[config.mk]
export PLATFORM = sky130hd
export DESIGN_NAME = timer_ctrl
export DESIGN_NICKNAME = d
export VERILOG_FILES = /design/src/rtl/timer_ctrl_pkg.sv /design/src/rtl/timer_prescaler.sv /design/src/rtl/timer_ctrl.sv
export SDC_FILE = /design/constraint.sdc
export NUM_CORES = 1
export LEC_CHECK = 0
export ABC_AREA = 1
export CORE_MARGIN = 2
export CORE_UTILIZATION = 54
export CTS_CLUSTER_DIAMETER = 120
export CTS_CLUSTER_SIZE = 12
export DETAILED_ROUTE_END_ITERATION = 8
export PLACE_DENSITY = 0.79
export SKIP_LAST_GASP = 1
export SYNTH_ARGS = -nofsm -noshare
export SYNTH_HDL_FRONTEND = slang
export SYNTH_SLANG_ARGS = --single-unit
[constraint.sdc]
create_clock -name clk -period 3.9 [get_ports clk]
set_clock_uncertainty 0.05 [all_clocks]
set_input_delay 0.78 -clock clk [delete_from_list [all_inputs] [get_ports clk]]
set_output_delay 0.78 -clock clk [all_outputs]
set_load 0.02 [all_outputs]
[src/rtl/timer_ctrl_pkg.sv]
// Shared definitions for the programmable timer controller.
//   state_t        : controller FSM states (IDLE, RUN, PAUSE, DONE)
//   DEF_WIDTH      : default counter width
//   DEF_PRE_W      : default prescaler field width
package timer_ctrl_pkg;

  localparam int DEF_WIDTH = 4;
  localparam int DEF_PRE_W = 4;

  typedef enum logic [1:0] {
    ST_IDLE  = 2'd0,
    ST_RUN   = 2'd1,
    ST_PAUSE = 2'd2,
    ST_DONE  = 2'd3
  } state_t;

endpackage

[src/rtl/timer_prescaler.sv]
// Clock prescaler for the timer: produces a step once every (limit+1)
// enabled cycles.
//   clk, rstn : clock, asynchronous active-low reset
//   clear     : synchronous clear of the divider count (wins over enable)
//   enable    : advance the divider this cycle
//   limit     : divisor minus one
//   step      : high in the enabled cycle where the divider reaches limit
module timer_prescaler #(
  parameter int PRE_W = 4
) (
  input  logic             clk,
  input  logic             rstn,
  input  logic             clear,
  input  logic             enable,
  input  logic [PRE_W-1:0] limit,
  output logic             step
);

  logic [PRE_W-1:0] count;

  assign step = enable && (count == limit);

  always_ff @(posedge clk or negedge rstn) begin
    if (!rstn) begin
      count <= '0;
    end else if (clear) begin
      count <= '0;
    end else if (enable) begin
      count <= step ? '0 : count + PRE_W'(1);
    end
  end

endmodule

[src/rtl/timer_ctrl.sv]
// Programmable timer controller: sequences a WIDTH-bit up-counter that runs
// 0..period, with prescaler, start/stop/pause control, one-shot or periodic
// reload and a sticky interrupt.
//   clk, rstn                         : clock, asynchronous active-low reset
//   cfg_valid/cfg_ready               : config handshake
//   cfg_period/cfg_prescale/cfg_oneshot : config payload
//   start, stop                       : run control (stop wins when both high)
//   cnt                               : current count
//   busy                              : RUN or PAUSE
//   tick                              : one-cycle pulse after each wrap
//   irq, irq_ack                      : sticky interrupt and its clear
//   state                             : FSM state, exported for observation
//
// Config handshake: the payload is captured on a rising clk edge where
// cfg_valid and cfg_ready are both high. cfg_ready is high only in IDLE and
// DONE; a cfg_valid seen while cfg_ready is low is dropped, not queued.
// cfg_ready does not depend on cfg_valid.
module timer_ctrl
  import timer_ctrl_pkg::*;
#(
  parameter int WIDTH = DEF_WIDTH,
  parameter int PRE_W = DEF_PRE_W
) (
  input  logic             clk,
  input  logic             rstn,
  input  logic             cfg_valid,
  output logic             cfg_ready,
  input  logic [WIDTH-1:0] cfg_period,
  input  logic [PRE_W-1:0] cfg_prescale,
  input  logic             cfg_oneshot,
  input  logic             start,
  input  logic             stop,
  output logic [WIDTH-1:0] cnt,
  output logic             busy,
  output logic             tick,
  output logic             irq,
  input  logic             irq_ack,
  output state_t           state
);

  logic [WIDTH-1:0] period_q;
  logic [PRE_W-1:0] prescale_q;
  logic             oneshot_q;
  logic             idle_like;
  logic             launch;
  logic             pre_en;
  logic             step;

  assign idle_like = (state == ST_IDLE) || (state == ST_DONE);
  assign cfg_ready = idle_like;
  assign busy      = (state == ST_RUN) || (state == ST_PAUSE);

  // A fresh run restarts the divider; a resume from PAUSE keeps its phase.
  assign launch = idle_like && start && !stop;
  // The divider is frozen on the edge that takes RUN into PAUSE.
  assign pre_en = (state == ST_RUN) && !stop;

  timer_prescaler #(.PRE_W(PRE_W)) u_prescaler (
    .clk    (clk),
    .rstn   (rstn),
    .clear  (launch),
    .enable (pre_en),
    .limit  (prescale_q),
    .step   (step)
  );

  always_ff @(posedge clk or negedge rstn) begin
    if (!rstn) begin
      state      <= ST_IDLE;
      cnt        <= '0;
      tick       <= 1'b0;
      irq        <= 1'b0;
      period_q   <= '1;
      prescale_q <= '0;
      oneshot_q  <= 1'b0;
    end else begin
      tick <= 1'b0;
      // A pending tick sets irq even if an ack arrives in the same cycle.
      irq  <= tick ? 1'b1 : (irq_ack ? 1'b0 : irq);

      // Shadows update on the same edge as a start, so that run sees them.
      if (cfg_valid && cfg_ready) begin
        period_q   <= cfg_period;
        prescale_q <= cfg_prescale;
        oneshot_q  <= cfg_oneshot;
      end

      unique case (state)
        ST_IDLE, ST_DONE: begin
          if (start && !stop) begin
            state <= ST_RUN;
            cnt   <= '0;
          end
        end
        ST_RUN: begin
          if (stop) begin
            state <= ST_PAUSE;
          end else if (step) begin
            if (cnt == period_q) begin
              cnt  <= '0;
              tick <= 1'b1;
              if (oneshot_q) state <= ST_DONE;
            end else begin
              cnt <= cnt + WIDTH'(1);
            end
          end
        end
        ST_PAUSE: begin
          if (stop) begin
            state <= ST_IDLE;
            cnt   <= '0;
          end else if (start) begin
            state <= ST_RUN;
          end
        end
        default: begin
          state <= ST_IDLE;
          cnt   <= '0;
        end
      endcase
    end
  end

endmodule

==> results of run 1 <==
synth_stat cells, drive strengths merged:
cell | count | area (um2)
nand2 | 49 | 208.9
inv | 26 | 97.60
dfrtp | 17 | 425.4
nor2 | 15 | 73.82
nand3 | 13 | 77.58
a21oi | 11 | 55.05
o21ai | 9 | 63.81
dfstp | 4 | 105.1
ha | 4 | 50.05
nand4 | 3 | 18.77
buf | 2 | 12.51
a21boi | 1 | 7.510
mux2 | 1 | 11.26
o211ai | 1 | 7.510
o21bai | 1 | 7.510
o31ai | 1 | 7.510
xnor2 | 1 | 8.760
stage by stage:
step / instance area, um2 / std cells / hold slack (ps) / worst slack, ps
floorplan: 1239 / 159 / 409.9 / 1891
global placement: 1501 / 209 / 405.6 / 1608
detailed placement: 1501 / 209 / 415.9 / 1554
CTS: 1528 / 213 / 441.8 / 1196
global route: 1528 / 213 / 464.2 / 1112
finish: 1528 / 213 / 435.6 / 1201
per-layer routing:
metal	vias to the layer above	GRT usage [%]
met3	6	2.874
met1	488	27.77
met4	0	12.28
met2	30	38.19
met5	-	0
li1	556	-
power breakdown:
group | switching [W] | leakage, nW | total (W) | internal [W]
combinational | 0.000420 | 0.478 | 0.000683 | 0.000264
clock | 0.0000659 | 0.0150 | 0.000106 | 0.0000399
sequential | 0.0000778 | 0.256 | 0.000396 | 0.000318
critical path, delay by kind of cell (launching register included):
family	cells	cell delay, ps
flip-flops	1	420
adder cells (fa/ha/maj)	1	370
buffers and inverters	3	780
layout make-up:
class,count,area [um2]
Fill cell,172,663.1
Timing Repair Buffer,24,240.2
Inverter,26,97.59
Sequential cell,21,530.5
Tap cell,28,35.03
Clock buffer,4,26.28
Multi-Input combinational cell,110,598.1
flip-flops by register name (all words and copies together), names as in the netlist:
name / flops
cnt: 4
irq: 1
oneshot_q: 1
period_q: 4
prescale_q: 4
state: 2
tick: 1
u_prescaler.count: 4
worst max-delay path by stage:
stage | slack, ps | depth (start not counted) | to | startpoint
5_1_grt | 1110 | 4 | busy | state[0]
2_1_floorplan | 1890 | 3 | busy | state[0]
6_report | 1200 | 4 | busy | state[0]
3_3_place_gp | 1610 | 4 | busy | state[0]
4_1_cts | 1200 | 4 | busy | state[0]
3_5_place_dp | 1550 | 4 | busy | state[0]
kinds of logic after synthesis:
group	synth area share, %
simple gates	30.61
buf+inv	8.889
compound gates	12.02
flops	42.83
fa+ha+maj	4.041
xor+xnor	0.7072
mux	0.9090
==> impl.org, run 1 <==
** Status
- The run finished with clean final reports.

** Power
- Across the VDD grid, the largest voltage drop is 0.5633 mV.
- Total power :: 0.001185 W
- Dividing total power by cell area gives a power density of 775.5 mW/mm2.
- Leakage power total :: 0.7487 nW

** CTS
- After clock tree synthesis, the flow added hold-fix buffers numbering 0.
- CTS saw 21 sinks.
- Clock latency on the worst-skew pair :: 300 ps
- In this run, CTS created clock tree buffers numbering 3.
- Clock-pin slew was measured on the worst setup and hold paths at 120 ps.
- Maximum clock insertion buffer count :: 2
- The cell sitting at the root of the clock tree is a clkbuf_4.
- CTS resizes :: 0
- Once the clock tree was built, the setup fixing pass inserted 0 buffers.
- TritonCTS built the clock tree.
- In this run the number of H-tree levels came out at 1.

** Finish
- Final core utilization :: 69.73%
- Share of final-layout standard cells stronger than drive strength 1 :: 15.14%
- Commonest non-fill, non-tap cells in the layout :: 43 x nand2_1, 24 x clkdlybuf4s50_1, 21 x inv_1
- The library cell used most frequently in the layout, excluding fill and tap cells, is nand2_1.
- # diodes :: 0
- Synth-to-layout area growth :: 23.33%
- Final-stage net count :: 205

** Timing
- Slew @ Worst Pin :: 927.4 ps
- Pins over their slew limit :: 0
- The worst path in the final design needs a cycle of 2699 ps, including I/O delays and setup.
- Setup violations remaining at the end of the flow were counted as 0.
- Relative slew margins :: 37.98%
- Final-report hold violation count :: 0
- Total negative slack for setup checks :: 0 ps
- Final worst-path cycle share :: 69.21%
- Timing-limited maximum frequency :: 370.5 MHz
- Setup repair after global routing left no endpoint under its margin.

** Floorplan
- Measured along the x axis, the die boundary spans 51.90 um.
- Placement Rows :: 17
- Overall die height :: 51.90 um
- The floorplan step defined a die boundary enclosing 0.002693 mm2.
- For this design the top-level I/O count stands at 25.
- Initial cell density of the core :: 56.54%
- The core region is 0.002191 mm2.

** Global route
- The first global-routing pass estimated 4457 um of wire.
- Summed over all layers, the global routing overflow is 0.
- Across every metal layer, demand over resource in global routing totals 22.58%.
- Number of global-route vias before repair :: 1,111
- Entering global routing, the biggest net connects 22 pins.
- Antenna violations before repair :: 0

** Routing
- In the final routing, the length of wire on met1 measures 1194 um.
- Routed wire length :: 2577 um
- Dividing the detail-routed via count by the number of cells gives 5.070.
- Met2 wirelength from detailed routing :: 1216 um
- Uppermost signal routing layer after detailed routing :: met4
- First drt pass iteration count :: 4
- Dividing the detail-routed wire length by the instance count gives 12.10 um.
- After detailed routing, the met3 layer carries 120 um of wire.
- Detailed routing inserted a total of 1,080 vias.
- Once detail routing completed, the nets flagged for antenna violations numbered 0.
- Number of violations reported at the end of detailed-routing iteration 0 :: 23
- Post-route DRC :: 0

** Critical path
- Critical-path top delay cell :: clkdlybuf4s50_1
- The worst setup path is launched from a register.
- At the worst endpoint, the required time is 3070 ps.
- Worst setup EP type :: output pin
- Worst endpoint data arrival time :: 1870 ps
- Delay of the slowest critical-path stage :: 610 ps
- Worst R2R Path Depth :: 4
- In this run the critical register-to-register path is launched from state[0].
- For flop-to-flop paths, the worst setup slack is 2060 ps.
- Of all nets on the critical path, the largest fanout is 7.
- Counting stages on the worst path, the most repeated cell is inv_1.
- Critical path class :: register to output pin
- RR Endpoint :: oneshot_q
- Cell-by-cell listing of the critical path :: inv_1 -> ha_1 -> inv_1 -> clkdlybuf4s50_1

** Logic synthesis
- Unique masters post-synth :: 25
- Counting every instance in the synthesized netlist gives 159.
- The number of nets in the synthesized netlist is 178.
- In this run, synthesis produced a sequential element count of 21.
- Mean Syn Cell Area :: 7.790 um2
- Cell area after synthesis :: 0.001239 mm2
- Number of synthesis warnings :: 0
- For this run, the register share of the synthesized area comes to 42.83%.

** Placement
- Count of port buffers added during placement :: 24
- After legalization and detailed placement, the total HPWL measured 1962 um.
- Routability-driven placement finished with a final weighted congestion of 0.8279.

** Run
- Max Cap Viol :: 0

** Min path
- Min-delay worst type :: register to register
- Launch instance of the worst min-delay path :: tick
- Depth of the worst hold-timing path :: 1
- Hold Path End :: irq
Note: power is estimated with default switching activity, not from simulation.
==> inputs of run 2 (changes only) <==
--- a/config.mk
+++ b/config.mk
@@ -7,11 +7,11 @@
 export LEC_CHECK = 0
 export ABC_AREA = 1
 export CORE_MARGIN = 2
-export CORE_UTILIZATION = 54
+export CORE_UTILIZATION = 50
 export CTS_CLUSTER_DIAMETER = 120
 export CTS_CLUSTER_SIZE = 12
 export DETAILED_ROUTE_END_ITERATION = 8
-export PLACE_DENSITY = 0.79
+export PLACE_DENSITY = 0.74
 export SKIP_LAST_GASP = 1
 export SYNTH_ARGS = -nofsm -noshare
 export SYNTH_HDL_FRONTEND = slang
==> constraint.sdc (replaced) <==
create_clock -name clk -period 2.5 [get_ports clk]
set_clock_uncertainty 0.05 [all_clocks]
set_input_delay 0.5 -clock clk [delete_from_list [all_inputs] [get_ports clk]]
set_output_delay 0.5 -clock clk [all_outputs]
set_load 0.02 [all_outputs]
==> impl.org, run 2 (synthesis gave the netlist of run 1 again) <==
** Floorplan
- Total die area :: 0.002892 mm2
- Placement Rows :: 18
- Die Width :: 53.78 um
- The core region is 0.002410 mm2.
- Initial cell density of the core :: 51.40%
- During I/O placement, the number of pins put on the boundary was 25.
- Overall die height :: 53.78 um

** Power
- Leakage power total :: 0.7669 nW
- Areal power density over the cells :: 1211 mW/mm2
- Maximum ir drop on the vdd rail :: 0.7867 mV

** Routing
- Summed over all layers, the routed wires come to 2762 um.
- After detailed routing, the average wire length per cell comes to 12.73 um.
- Avg Vias per Cell :: 5.267
- Post-route DRC :: 0
- First drt pass iteration count :: 4
- For this block, the initial DRC count from the detailed router was 31.
- Final ANT Viol Nets :: 0
- Via Count :: 1,143

** CTS
- Hold buffer count at cts :: 0
- TritonCTS built the clock tree.
- Clock latency on the worst-skew pair, taken at its later pin, is 310 ps.
- The root buffer cell chosen for the clock tree is clkbuf_4.
- Buffers inserted during clock tree synthesis total 3.
- Max H-tree Level :: 1
- In this run the deepest clock path goes through 2 buffers.
- CTS resizes :: 0
- The clock net in this run drives a total of 21 sinks.
- CTS clock-pin slew for the worst setup and hold paths :: 120 ps
- Post-CTS timing repair inserted 0 buffers for setup.

** Timing
- Relative slew margins :: 69.19%
- Pins over their slew limit :: 0
- Min cycle time layout :: 2370 ps
- For this run, the top clock speed supported by timing is 422.0 MHz.
- Final critical-path setup slack :: 130.1 ps
- Summed over all failing endpoints, the final setup total negative slack is 0 ps.
- At the pin with the least slew margin, the transition time is 461.0 ps.
- Setup Viol. Count Final :: 0
- The number of failing hold endpoints at the final stage is 0.
- The worst path uses 94.80% of the clock period.
- Unrepaired setup endpoints after global routing :: no

** Critical path
- Following the worst setup path forward leads to its endpoint at cfg_ready.
- Element type at the critical path start :: register
- Measured in cells, the most critical reg-to-reg path has a length of 9.
- Required @ worst endpoint :: 1950 ps
- The critical path in this run is classified as register to output pin.
- Along the worst path, the maximum fanout reaches 7.
- Launch point of the worst reg-to-reg path :: state[1]
- Launch point of the critical path :: state[0]
- The worst register-to-register path has a setup slack of 690 ps.
- Worst setup EP type :: output pin
- Worst endpoint data arrival time :: 1820 ps
- The largest individual stage delay along the critical path comes from the cell clkdlybuf4s50_1.
- Cell-by-cell listing of the critical path :: inv_1 -> ha_1 -> clkdlybuf4s50_1
- The endpoint identified for the worst register-to-register timing path is cnt[3].
- On the worst path, the slowest cell contributes a delay of 640 ps.

** Placement
- Count of port buffers added during placement :: 24
- The congestion estimate from routability-driven global placement came to 0.8219.
- Prior to clock tree synthesis, the placed netlist has a worst setup slack of 423.8 ps.
- Detailed placer's ending HPWL :: 2051 um

** Global route
- Entering global routing, the biggest net connects 22 pins.
- Number of global-route vias before repair :: 1,058
- Global routing consumed, over all layers together, 21.96% of the routing resources.
- Antenna violations before repair :: 0
- Remaining Overflow, GRT :: 0
- The first global-routing pass estimated 4581 um of wire.

** Finish
- The layout has 217 filler cells.
- Share of final-layout standard cells stronger than drive strength 1 :: 16.04%
- Final-stage net count :: 207
- In the layout the commonest cells are 43 x nand2_1, 23 x clkdlybuf4s50_1, 21 x inv_1.
- Synth-to-layout area growth :: 24.95%
- # diodes :: 0
- Leaving out fill and tap cells, the most frequent cell in the layout is nand2_1.

** Status
- Result of the run :: finished clean

** Min path
- Min-delay worst type :: register to register

** Run
- Max Cap Viol :: 0
run 2: cell count changes in the layout (fill, tap and decap cells not counted):
cell / change
clkdlybuf4s50_1: -1
dlymetal6s2s_1: +1
buf_4: +2
run 2: worst max-delay path: cells and delay by family (launching register included):
family / cells / cell delay, ps
buffers and inverters: 2 / 700
flip-flops: 1 / 420
adder cells (fa/ha/maj): 1 / 390
run 2: cell type report:
class / instances / area, um2 / area share (%)
Clock buffer: 4 / 26.28 / 1.698
Inverter: 26 / 97.59 / 6.306
Multi-Input combinational cell: 110 / 598.1 / 38.64
Sequential cell: 21 / 530.5 / 34.28
Tap cell: 30 / 37.54 / 2.425
Timing Repair Buffer: 26 / 257.7 / 16.65
run 2: worst min-delay path by stage:
stage	from	to	slack (ps)	cells after the start
CTS	tick	irq	440	1
floorplan	rstn	cnt[0]	150	0
global route	period_q[2]	period_q[2]	470	2
detailed placement	tick	irq	410	1
global placement	tick	irq	410	1
finish	tick	irq	430	1
run 2: per-layer routing:
layer  wire length, um  track usage (%)  share of wire (%)  vias up
met2              1399            35.77                 51       42
met1              1173            30.05                 42      537
met5                 0                0                  0        -
met3               169            2.500                6.1        4
met4                20            7.692               0.72        0
li1                  -                -                  -      560
run 2: through the flow:
stage / area, um2 / util [%] / cells / hold WS, ps / power, W
floorplan: 1239 / - / 159 / 154.4 / 0.001386
global placement: 1519 / 63.03 / 213 / 408.0 / 0.001661
detailed placement: 1519 / 63.03 / 213 / 406.9 / 0.001711
CTS: 1545 / 64.12 / 217 / 435.2 / 0.001891
global route: 1548 / 64.23 / 217 / 468.6 / 0.002044
finish: 1548 / 64.23 / 217 / 434.8 / 0.001875
run 2: where the power goes:
group          total (W)  switching [W]  leakage (nW)  internal [W]
registers       0.000620       0.000124         0.256      0.000496
clock network   0.000167       0.000104        0.0150     0.0000623
logic            0.00109       0.000670         0.496      0.000419
==> inputs of run 3 (changes only) <==
--- a/config.mk
+++ b/config.mk
@@ -6,12 +6,13 @@
 export NUM_CORES = 1
 export LEC_CHECK = 0
 export ABC_AREA = 1
+export CORE_ASPECT_RATIO = 0.5
 export CORE_MARGIN = 2
-export CORE_UTILIZATION = 50
+export CORE_UTILIZATION = 45
 export CTS_CLUSTER_DIAMETER = 120
 export CTS_CLUSTER_SIZE = 12
 export DETAILED_ROUTE_END_ITERATION = 8
-export PLACE_DENSITY = 0.74
+export PLACE_DENSITY = 0.7
 export SKIP_LAST_GASP = 1
 export SYNTH_ARGS = -nofsm -noshare
 export SYNTH_HDL_FRONTEND = slang
==> constraint.sdc (replaced) <==
create_clock -name clk -period 2 [get_ports clk]
set_clock_uncertainty 0.05 [all_clocks]
set_input_delay 0.4 -clock clk [delete_from_list [all_inputs] [get_ports clk]]
set_output_delay 0.4 -clock clk [all_outputs]
set_load 0.02 [all_outputs]
==> impl.org, run 3 (synthesis gave the netlist of run 1 again) <==
** Status
- Result of the run :: finished clean

** Timing
- The number of failing hold endpoints at the final stage came to 0.
- Pins over their slew limit :: 0
- Setup violations remaining at the end of the flow were counted as 0.
- Total negative slack for setup checks :: 0 ps
- Unrepaired setup endpoints after global routing :: no
- Static timing analysis puts the maximum clock frequency at 535.8 MHz.
- The clock period could shrink to 1866 ps.
- For the pin with the worst max-slew slack, the measured transition is 277.0 ps.
- Relative slew margins :: 81.53%
- The worst path meets setup with 133.8 ps of slack.
- Final worst-path cycle share :: 93.31%

** CTS
- Maximum clock insertion buffer count :: 2
- In this run, CTS created clock tree buffers numbering 3.
- Buffers added to address setup during post-CTS repair amount to 0.
- In this run, post-CTS repair resized a total of 2 instances.
- CTS clock-pin slew for the worst setup and hold paths :: 80 ps
- After clock tree synthesis, the flow added hold-fix buffers numbering 0.
- Clock Root Buffer :: clkbuf_8
- Clock sinks :: 21
- Max H-tree Level :: 1
- TritonCTS built the clock tree.
- Clock latency on the worst-skew pair :: 260 ps

** Routing
- For this run, design rule violations remaining after detail routing come to 0.
- First drt pass iteration count :: 4
- For this block, the routed nets add up to 2439 um of wire.
- Once detail routing completed, the nets flagged for antenna violations numbered 0.
- Avg Vias per Cell :: 4.779
- The detailed router finished its first iteration with 34 violations.
- The detailed router placed 1,080 vias in this run.
- WL per Instance :: 10.79 um

** Global route
- Global routing consumed, over all layers together, 16.47% of the routing resources.
- The initial antenna violation count came to 0.
- The total overflow left after global routing is 0.
- Entering global routing, the biggest net connects 22 pins.
- The number of global-route vias before repair came to 910.
- First-pass GRT wire length :: 3898 um

** Finish
- Commonest non-fill, non-tap cells in the layout :: 43 x nand2_1, 22 x clkdlybuf4s50_1, 21 x inv_1
- Most common cell after layout, fill and taps aside :: nand2_1
- 0 antenna diodes ended up in the layout.
- Cells fill 60.96% of the core in the end.
- Share of final-layout standard cells stronger than drive strength 1 :: 17.46%
- Relative to the synthesized area, the layout overhead comes to 28.08%.
- For this run, the post-layout net count is 209.

** Power
- Areal power density over the cells :: 1503 mW/mm2
- The share of total power dissipated in the clock network is 11.6%.
- Switching power share of the total :: 45.86%
- The design draws 0.002384 W.
- Switching power of the nets :: 0.001093 W
- Part of the power in combinational logic :: 56.2%
- Internal power comes to 0.001291 W.
- Leakage power total :: 0.7810 nW
- Register share of total power :: 32.1%
- Maximum ir drop on the vdd rail :: 0.5929 mV

** Critical path
- Worst setup slack for register-to-register paths :: 390 ps
- In this run the worst path has a maximum fanout of 4.
- STA classifies the critical path startpoint as a register.
- Launch point of the worst reg-to-reg path :: state[0]
- RR Endpoint :: cnt[3]
- Worst R2R Path Depth :: 7
- Required @ worst endpoint :: 1550 ps
- Worst setup EP type :: output pin
- Critical path class :: register to output pin
- STA puts the critical path data arrival time at 1420 ps.

** Floorplan
- In this run the vertical extent of the chip is 41.10 um.
- The core region is 0.002603 mm2.
- Initial cell density of the core :: 47.60%
- Placement Rows :: 13
- Ports placed on the boundary :: 25
- The die is 78.20 um wide.
- The die covers 0.003214 mm2.

** Placement
- Routability-driven placement finished with a final weighted congestion of 0.8217.
- Once detailed placement completed, the half-perimeter wirelength came to 1932 um.
- Before CTS, the worst setup slack after placement is 141.2 ps.
- Count of port buffers added during placement :: 24

** Run
- Across the run, the number of max-cap violations was 0.

** Min path
- Min-delay worst type :: input pin to asynchronous set/reset pin
## run 3: changes by cell type in the layout (fill, tap and decap cells not counted)
cell and change:
clkbuf_4 -3, buf_4 +2, dlymetal6s2s_1 -1, clkdlybuf4s50_1 -1, clkbuf_1 -1, clkbuf_8 +3, dlygate4sd2_1 +2, clkinv_2 +1
## run 3: metal layers
layer | vias to the layer above | GRT usage (%) | share of wire (%)
met4 | 0 | 4.386 | 0.98
met3 | 6 | 6.167 | 3.4
met5 | - | 0 | 0
met1 | 488 | 19.63 | 48
met2 | 21 | 29.53 | 47
li1 | 565 | - | -
## run 3: how the worst max path moves through the flow
stage,start,end,cells after the start
3_5_place_dp,state[0],busy,4
3_3_place_gp,state[0],busy,4
4_1_cts,state[0],busy,4
6_report,state[0],busy,4
5_1_grt,state[0],busy,4
2_1_floorplan,state[0],oneshot_q,4
## run 3: area by class of cell
type / count / area [um2]
Clock buffer: 3 / 41.29
Clock inverter: 1 / 5.005
Fill cell: 245 / 1016
Inverter: 26 / 97.59
Multi-Input combinational cell: 110 / 598.1
Sequential cell: 21 / 530.5
Tap cell: 37 / 46.29
Timing Repair Buffer: 28 / 267.8
## run 3: worst max-delay path: stages (launching register included)
cell and delay, ps:
dfrtp_1 390, inv_1 60, ha_1 310, inv_1 70
dlygate4sd2_1 330
## run 3: per-stage QoR
step | hold slack [ps] | instances | cell area, um2
after floorplan | 54.41 | 159 | 1239
after global placement | 411.2 | 222 | 1543
after detailed placement | 424.2 | 222 | 1543
after CTS | 433.7 | 226 | 1587
after global routing | 450.8 | 226 | 1587
final | 426.5 | 226 | 1587
## run 3: power by group through the flow
stage / Clock [W] / Sequential [W] / Combinational (W)
floorplan: 0 / 0.000788 / 0.000944
global placement: 0 / 0.000770 / 0.00135
detailed placement: 0 / 0.000775 / 0.00138
CTS: 0.000287 / 0.000766 / 0.00135
global route: 0.000307 / 0.000795 / 0.00150
finish: 0.000277 / 0.000766 / 0.00134
